==> config.mk <==
export PLATFORM = sky130hd
export DESIGN_NAME = cache_switch_ctrl_flat
export DESIGN_NICKNAME = d
export VERILOG_FILES = /design/src/rtl/cache_switch_pkg.sv /design/src/rtl/cache_switch_ctrl_if.sv /design/src/rtl/cache_switch_ctrl_drain_timer.sv /design/src/rtl/cache_switch_ctrl.sv /design/src/flat_wrapper.sv
export SDC_FILE = /design/constraint.sdc
export NUM_CORES = 1
export LEC_CHECK = 0
export BUFFER_PORTS_ARGS = -buffer_cell sky130_fd_sc_hd__buf_4
export CORE_MARGIN = 2
export CORE_UTILIZATION = 50
export CTS_CLUSTER_SIZE = 24
export DETAILED_ROUTE_END_ITERATION = 12
export PLACE_DENSITY = 0.87
export SLEW_MARGIN = 20
export SYNTH_ARGS = -nofsm -noshare
export SYNTH_HDL_FRONTEND = slang
export SYNTH_HIERARCHICAL = 1
export SYNTH_SLANG_ARGS = --single-unit
==> constraint.sdc <==
create_clock -name clk -period 5 [get_ports clk]
set_clock_uncertainty 0.05 [all_clocks]
set_input_delay 0.25 -clock clk [delete_from_list [all_inputs] [get_ports clk]]
set_output_delay 0.25 -clock clk [all_outputs]
set_load 0.1 [all_outputs]
==> src/rtl/cache_switch_pkg.sv <==
// Shared types and constants for the cache-bank switch controller.
// CACHE_SWITCH_FLUSH_EN (optional) enables the FLUSH write-back phase in the controller.
package cache_switch_pkg;
  localparam int         CACHE_ID_W    = 3;
  localparam logic [6:0] SWITCH_OPCODE = 7'b1111111;

  typedef enum logic [1:0] {
    IDLE   = 2'd0,
    DRAIN  = 2'd1,
    FLUSH  = 2'd2,
    SWITCH = 2'd3
  } state_e;

  function automatic logic id_in_range(input logic [CACHE_ID_W-1:0] id, input int num);
    return int'(id) < num;
  endfunction
endpackage

==> src/rtl/cache_switch_ctrl_if.sv <==
// Pipeline <-> cache-switch controller signal bundle.
// master = pipeline/cache side, slave = controller.
interface cache_switch_ctrl_if;
  import cache_switch_pkg::*;

  logic                  switch_cache_w;
  logic [CACHE_ID_W-1:0] new_cache_id;
  logic                  mem_busy;
  logic                  flush_done;
  logic                  stall;
  logic                  flush_req;
  logic [CACHE_ID_W-1:0] cache_sel;
  logic                  switch_ack;
  logic                  id_err;
  logic [15:0]           switch_cnt;

  modport master (
    output switch_cache_w, new_cache_id, mem_busy, flush_done,
    input  stall, flush_req, cache_sel, switch_ack, id_err, switch_cnt
  );

  modport slave (
    input  switch_cache_w, new_cache_id, mem_busy, flush_done,
    output stall, flush_req, cache_sel, switch_ack, id_err, switch_cnt
  );
endinterface

==> src/rtl/cache_switch_ctrl_drain_timer.sv <==
// Down-counter that enforces the minimum pipeline drain time; saturates at zero.
module drain_timer #(
  parameter int W = 2
) (
  input  logic         clk,
  input  logic         reset_n,
  input  logic         load_i,
  input  logic [W-1:0] load_val_i,
  input  logic         dec_i,
  output logic         zero_o
);
  logic [W-1:0] cnt_q, cnt_d;

  always_comb begin
    cnt_d = cnt_q;
    if (load_i)                 cnt_d = load_val_i;
    else if (dec_i && cnt_q != '0) cnt_d = cnt_q - 1'b1;
  end

  always_ff @(posedge clk or negedge reset_n) begin
    if (!reset_n) cnt_q <= '0;
    else          cnt_q <= cnt_d;
  end

  assign zero_o = (cnt_q == '0);
endmodule

==> src/rtl/cache_switch_ctrl.sv <==
// Cache-bank switch controller: drains the pipeline, optionally flushes the active
// bank (CACHE_SWITCH_FLUSH_EN), then swaps cache_sel and pulses switch_ack.
module cache_switch_ctrl
  import cache_switch_pkg::*;
#(
  parameter int NUM_CACHES   = 4,
  parameter int DRAIN_CYCLES = 3
) (
  input  logic                clk,
  input  logic                reset_n,
  cache_switch_ctrl_if.slave  bus
);
  localparam int TMR_W = (DRAIN_CYCLES > 1) ? $clog2(DRAIN_CYCLES) : 1;

  state_e                state_q, state_d;
  logic [CACHE_ID_W-1:0] sel_q, sel_d, tgt_q, tgt_d;
  logic [15:0]           cnt_q, cnt_d;
  logic                  err_q, err_d;
  logic                  req_valid, req_bad;
  logic                  tmr_load, tmr_dec, tmr_zero;
  logic                  stall_c, flush_c, ack_c;

  assign req_valid = bus.switch_cache_w &&  id_in_range(bus.new_cache_id, NUM_CACHES);
  assign req_bad   = bus.switch_cache_w && !id_in_range(bus.new_cache_id, NUM_CACHES);

  drain_timer #(.W(TMR_W)) u_drain_timer (
    .clk        (clk),
    .reset_n    (reset_n),
    .load_i     (tmr_load),
    .load_val_i (TMR_W'(DRAIN_CYCLES - 1)),
    .dec_i      (tmr_dec),
    .zero_o     (tmr_zero)
  );

  always_comb begin
    state_d  = state_q;
    tgt_d    = tgt_q;
    sel_d    = sel_q;
    cnt_d    = cnt_q;
    err_d    = 1'b0;
    tmr_load = 1'b0;
    tmr_dec  = 1'b0;
    stall_c  = 1'b0;
    flush_c  = 1'b0;
    ack_c    = 1'b0;
    case (state_q)
      IDLE: begin
        if (req_bad) begin
          err_d = 1'b1;
        end else if (req_valid) begin
          stall_c = 1'b1;
          tgt_d   = bus.new_cache_id;
          if (bus.new_cache_id == sel_q) begin
            state_d = SWITCH;
          end else begin
            state_d  = DRAIN;
            tmr_load = 1'b1;
          end
        end
      end
      DRAIN: begin
        stall_c = 1'b1;
        tmr_dec = 1'b1;
        if (tmr_zero && !bus.mem_busy) begin
`ifdef CACHE_SWITCH_FLUSH_EN
          state_d = FLUSH;
`else
          state_d = SWITCH;
`endif
        end
      end
      FLUSH: begin
`ifdef CACHE_SWITCH_FLUSH_EN
        stall_c = 1'b1;
        flush_c = 1'b1;
        if (bus.flush_done) state_d = SWITCH;
`else
        state_d = IDLE;
`endif
      end
      SWITCH: begin
        stall_c = 1'b1;
        ack_c   = 1'b1;
        state_d = IDLE;
      end
      default: state_d = IDLE;
    endcase

    // cache_sel moves on the edge that enters SWITCH; only real bank changes are counted
    if (state_d == SWITCH && state_q != SWITCH) begin
      sel_d = tgt_d;
      if (tgt_d != sel_q) cnt_d = cnt_q + 16'd1;
    end
  end

  always_ff @(posedge clk or negedge reset_n) begin
    if (!reset_n) begin
      state_q <= IDLE;
      sel_q   <= '0;
      tgt_q   <= '0;
      cnt_q   <= '0;
      err_q   <= 1'b0;
    end else begin
      state_q <= state_d;
      sel_q   <= sel_d;
      tgt_q   <= tgt_d;
      cnt_q   <= cnt_d;
      err_q   <= err_d;
    end
  end

`ifndef CACHE_SWITCH_FLUSH_EN
  logic unused_flush_done;
  assign unused_flush_done = bus.flush_done;
`endif

  assign bus.stall      = stall_c;
  assign bus.flush_req  = flush_c;
  assign bus.cache_sel  = sel_q;
  assign bus.switch_ack = ack_c;
  assign bus.id_err     = err_q;
  assign bus.switch_cnt = cnt_q;
endmodule

==> src/flat_wrapper.sv <==
// flat-port wrapper written by rule: the top's interface ports become plain ports
module cache_switch_ctrl_flat import cache_switch_pkg::*;
#(
  parameter int NUM_CACHES   = 4,
  parameter int DRAIN_CYCLES = 3
)
  (clk, reset_n, bus_switch_cache_w, bus_new_cache_id, bus_mem_busy, bus_flush_done, bus_stall, bus_flush_req, bus_cache_sel, bus_switch_ack, bus_id_err, bus_switch_cnt);
  cache_switch_ctrl_if bus_i ();
  input  logic clk;
  input  logic reset_n;
  input wire logic [$bits(bus_i.switch_cache_w)-1:0] bus_switch_cache_w;
  input wire logic [$bits(bus_i.new_cache_id)-1:0] bus_new_cache_id;
  input wire logic [$bits(bus_i.mem_busy)-1:0] bus_mem_busy;
  input wire logic [$bits(bus_i.flush_done)-1:0] bus_flush_done;
  output wire logic [$bits(bus_i.stall)-1:0] bus_stall;
  output wire logic [$bits(bus_i.flush_req)-1:0] bus_flush_req;
  output wire logic [$bits(bus_i.cache_sel)-1:0] bus_cache_sel;
  output wire logic [$bits(bus_i.switch_ack)-1:0] bus_switch_ack;
  output wire logic [$bits(bus_i.id_err)-1:0] bus_id_err;
  output wire logic [$bits(bus_i.switch_cnt)-1:0] bus_switch_cnt;
  assign bus_i.switch_cache_w = bus_switch_cache_w;
  assign bus_i.new_cache_id = bus_new_cache_id;
  assign bus_i.mem_busy = bus_mem_busy;
  assign bus_i.flush_done = bus_flush_done;
  assign bus_stall = bus_i.stall;
  assign bus_flush_req = bus_i.flush_req;
  assign bus_cache_sel = bus_i.cache_sel;
  assign bus_switch_ack = bus_i.switch_ack;
  assign bus_id_err = bus_i.id_err;
  assign bus_switch_cnt = bus_i.switch_cnt;
  cache_switch_ctrl #(.NUM_CACHES(NUM_CACHES), .DRAIN_CYCLES(DRAIN_CYCLES)) u_core (.clk(clk), .reset_n(reset_n), .bus(bus_i));
endmodule
==> flow_metrics.tcl <==
set metrics [dict create \
    maxSlewViolCount 0 \
    rows 18 \
    layout.nets 153 \
    coreArea_um2 2500 \
    cp_max_fo 16 \
    grt_pass1_wl_mm 4.002 \
    fin_tns_setup_ns 0 \
    setup.worst_path.end_class "register" \
    final_cell_mix "buf_4, dfrtp_1, xnor2_1" \
    cts.sinks 27 \
    ys_ff_latch 27 \
    io_buffer_count 28 \
    synthFlopType "dfrtp_1" \
    place_hpwl_mm 1.730 \
    tightest_slew_ns 0.5159 \
    grt_pass1_vias 884 \
    r2r_start "u_core/u_drain_timer/cnt_q[0]" \
    fin_crit_ns 1.850 \
    drtPass1Iterations 4 \
    synthArstFlopShare 1.000 \
    grtUsageTotal 0.1595 \
    yosys.cell_types.count 29 \
    cts_made_buffers 3 \
    clock_latency_ns 0.31 \
    avgSynthCellArea_um2 12.16 \
    setup_viol 0 \
    drc_errors 0 \
    p_seq_frac 0.366 \
    post_cts_buffers 0 \
    syn2layout_area_growth_pct 20.11 \
    switching_power_w 0.0004389 \
    r2r_slack_ns 3.15 \
    irDropWorstVdd_mv 0.5519 \
    clkPwrFrac 0.102 \
    vias_per_cell 5.320 \
    ant_nets 0 \
    die_y_um 55.72 \
    drv_cap 0 \
    synth_warnings 6 \
    crit_arrival_ns 2.01 \
    intPower_w 0.0004370 \
    rsz0062_at_grt "no" \
    path_clk_slew_ns 0.14 \
    via_count 915 \
    synth-edff-count 0 \
    drive_gt1_frac 0.2958 \
    gp_congestion 0.7384 \
    gr-total-overflow 0 \
    die_w_um 55.72 \
    avgRoutedWirePerCell_um 13.26 \
    finalNonFillerCells 172 \
    cts_buffer_depth 2 \
    crit_path_start_kind "register" \
    start_util 0.5350 \
    syn-instance-count 110 \
    fin_crit_sh 0.3701 \
    layout_commonest_cell "buf_4" \
    worstSetupPathType "reg -> reg" \
    p_leak_nw 0.7467 \
    cp_data_required_time_ns 5.16 \
    grt_max_degree 28 \
    ios 31 \
    cts_tree "yes" \
    hold_violations 0 \
    hold_ws_ns 0.1476 \
    cts_htree_levels 1 \
    antenna_cells 0 \
    combPwrFrac 0.532 \
    drt_first_iter_violations 15 \
    seq_area_frac_synth 0.5051 \
    status "completed" \
    hold_end "u_core/bus.id_err" \
    powerDensity_nw_per_um2 545.2 \
    holdCritStartpoint "bus_new_cache_id[2]" \
    cts_root_buffer "clkbuf_4" \
    whs_path_depth 3 \
    wirelength_mm 2.280 \
    hp-class "in -> reg" \
    antenna_found_initial 0 \
    r2r_cells 5 \
    n_fill_cell 187 \
    die-area_um2 3105 \
    dp_cells 167 \
    r2r-end "u_core/bus.switch_cnt[1]" \
    max_freq_mhz 540.4 \
    swShare 0.5011 \
    slew_headroom 0.6561 \
    synth_area_um2 1338 \
]
-- power by group through the flow --
stage | sequential [W] | combinational (W) | clock, W
final | 0.000320 | 0.000466 | 0.0000894
after global routing | 0.000329 | 0.000493 | 0.000105
after CTS | 0.000320 | 0.000469 | 0.0000957
after detailed placement | 0.000325 | 0.000468 | 0
after global placement | 0.000320 | 0.000455 | 0
after floorplan | 0.000481 | 0.000222 | 0
-- cells in the mapped netlist, types with 2 or more instances --
library cell / instances / area (um^2)
conb_1: 2 / 7.510
nand3_1: 7 / 35.03
nor2b_1: 3 / 18.77
nor2_1: 2 / 7.510
and2_1: 2 / 12.51
ha_1: 2 / 25.02
mux2_2: 6 / 67.56
nand4_1: 6 / 37.54
or4b_1: 2 / 20.02
inv_1: 4 / 15.01
xnor2_1: 19 / 166.4
nand2_1: 7 / 26.28
and3_1: 5 / 31.28
and4_1: 2 / 17.52
dfrtp_1: 27 / 675.7
-- through the flow --
step / setup WS (ns) / power (W) / area (um^2) / util
after floorplan: 2.701 / 0.0007032 / 1341 / -
after global placement: 3.207 / 0.0007746 / 1570 / 0.6281
after detailed placement: 3.161 / 0.0007922 / 1570 / 0.6281
after CTS: 3.139 / 0.0008847 / 1607 / 0.6426
after global routing: 3.031 / 0.0009274 / 1607 / 0.6426
final: 3.150 / 0.0008760 / 1607 / 0.6426
-- repair_timing --
item	CTS	global route
resized for setup	0	0
endpoints found under the hold margin	27	0
hold buffers	1	0
-- final cells by class --
class | count | area (um^2) | area share
inverters | 4 | 15.01 | 0.009346
multi-input cells | 78 | 631.9 | 0.3933
well taps | 30 | 37.54 | 0.02336
repair buffers | 29 | 220.2 | 0.1371
flip-flops and latches | 27 | 675.6 | 0.4206
clock buffers | 4 | 26.28 | 0.01636
-- critical path, cell delays in order, from the launching register on --
cell	delay (ns)
dfrtp_1	0.41
inv_1	0.06
ha_1	0.24
nand4bb_4	0.14
a31oi_4	0.46
mux2_2	0.39
-- how the worst max path moves through the flow --
stage                                              from                        end  slack (ns)  depth (start not counted)
final                     u_core/u_drain_timer/cnt_q[0]   u_core/bus.switch_cnt[1]        3.15                          5
after global routing      u_core/u_drain_timer/cnt_q[0]  u_core/bus.switch_cnt[13]        3.03                          6
after CTS                 u_core/u_drain_timer/cnt_q[0]   u_core/bus.switch_cnt[1]        3.14                          5
after detailed placement  u_core/u_drain_timer/cnt_q[0]   u_core/bus.switch_cnt[1]        3.16                          5
after global placement    u_core/u_drain_timer/cnt_q[0]   u_core/bus.switch_cnt[1]        3.21                          5
after floorplan                       u_core/state_q[1]                  bus_stall        2.70                          2
-- metal layers --
layer	part of all wire	track usage	up-vias
li1	-	-	446
met1	0.42	0.2052	448
met2	0.53	0.2772	19
met3	0.043	0.02791	2
met4	0.0066	0.04181	0
met5	0	0	-
-- flip-flops by register name, summed over array words and instances (netlist names) --
register,cells
u_core/bus.cache_sel,3
u_core/u_drain_timer/cnt_q,2
u_core/state_q,2
u_core/bus.id_err,1
u_core/tgt_q,3
u_core/bus.switch_cnt,16
-- cell families (layout without fill, tap and decap cells) --
kind of cell,Yosys count,in the layout,share of synthesized area
simple gates,42,42,0.2226
mux,6,6,0.05051
compound gates,5,5,0.04116
xor+xnor,20,20,0.1310
flops,27,27,0.5051
fa+ha+maj,2,2,0.01871
buf+inv,6,37,0.02526
other cells,2,3,0.005615
Note: power is estimated with default switching activity, not from simulation.
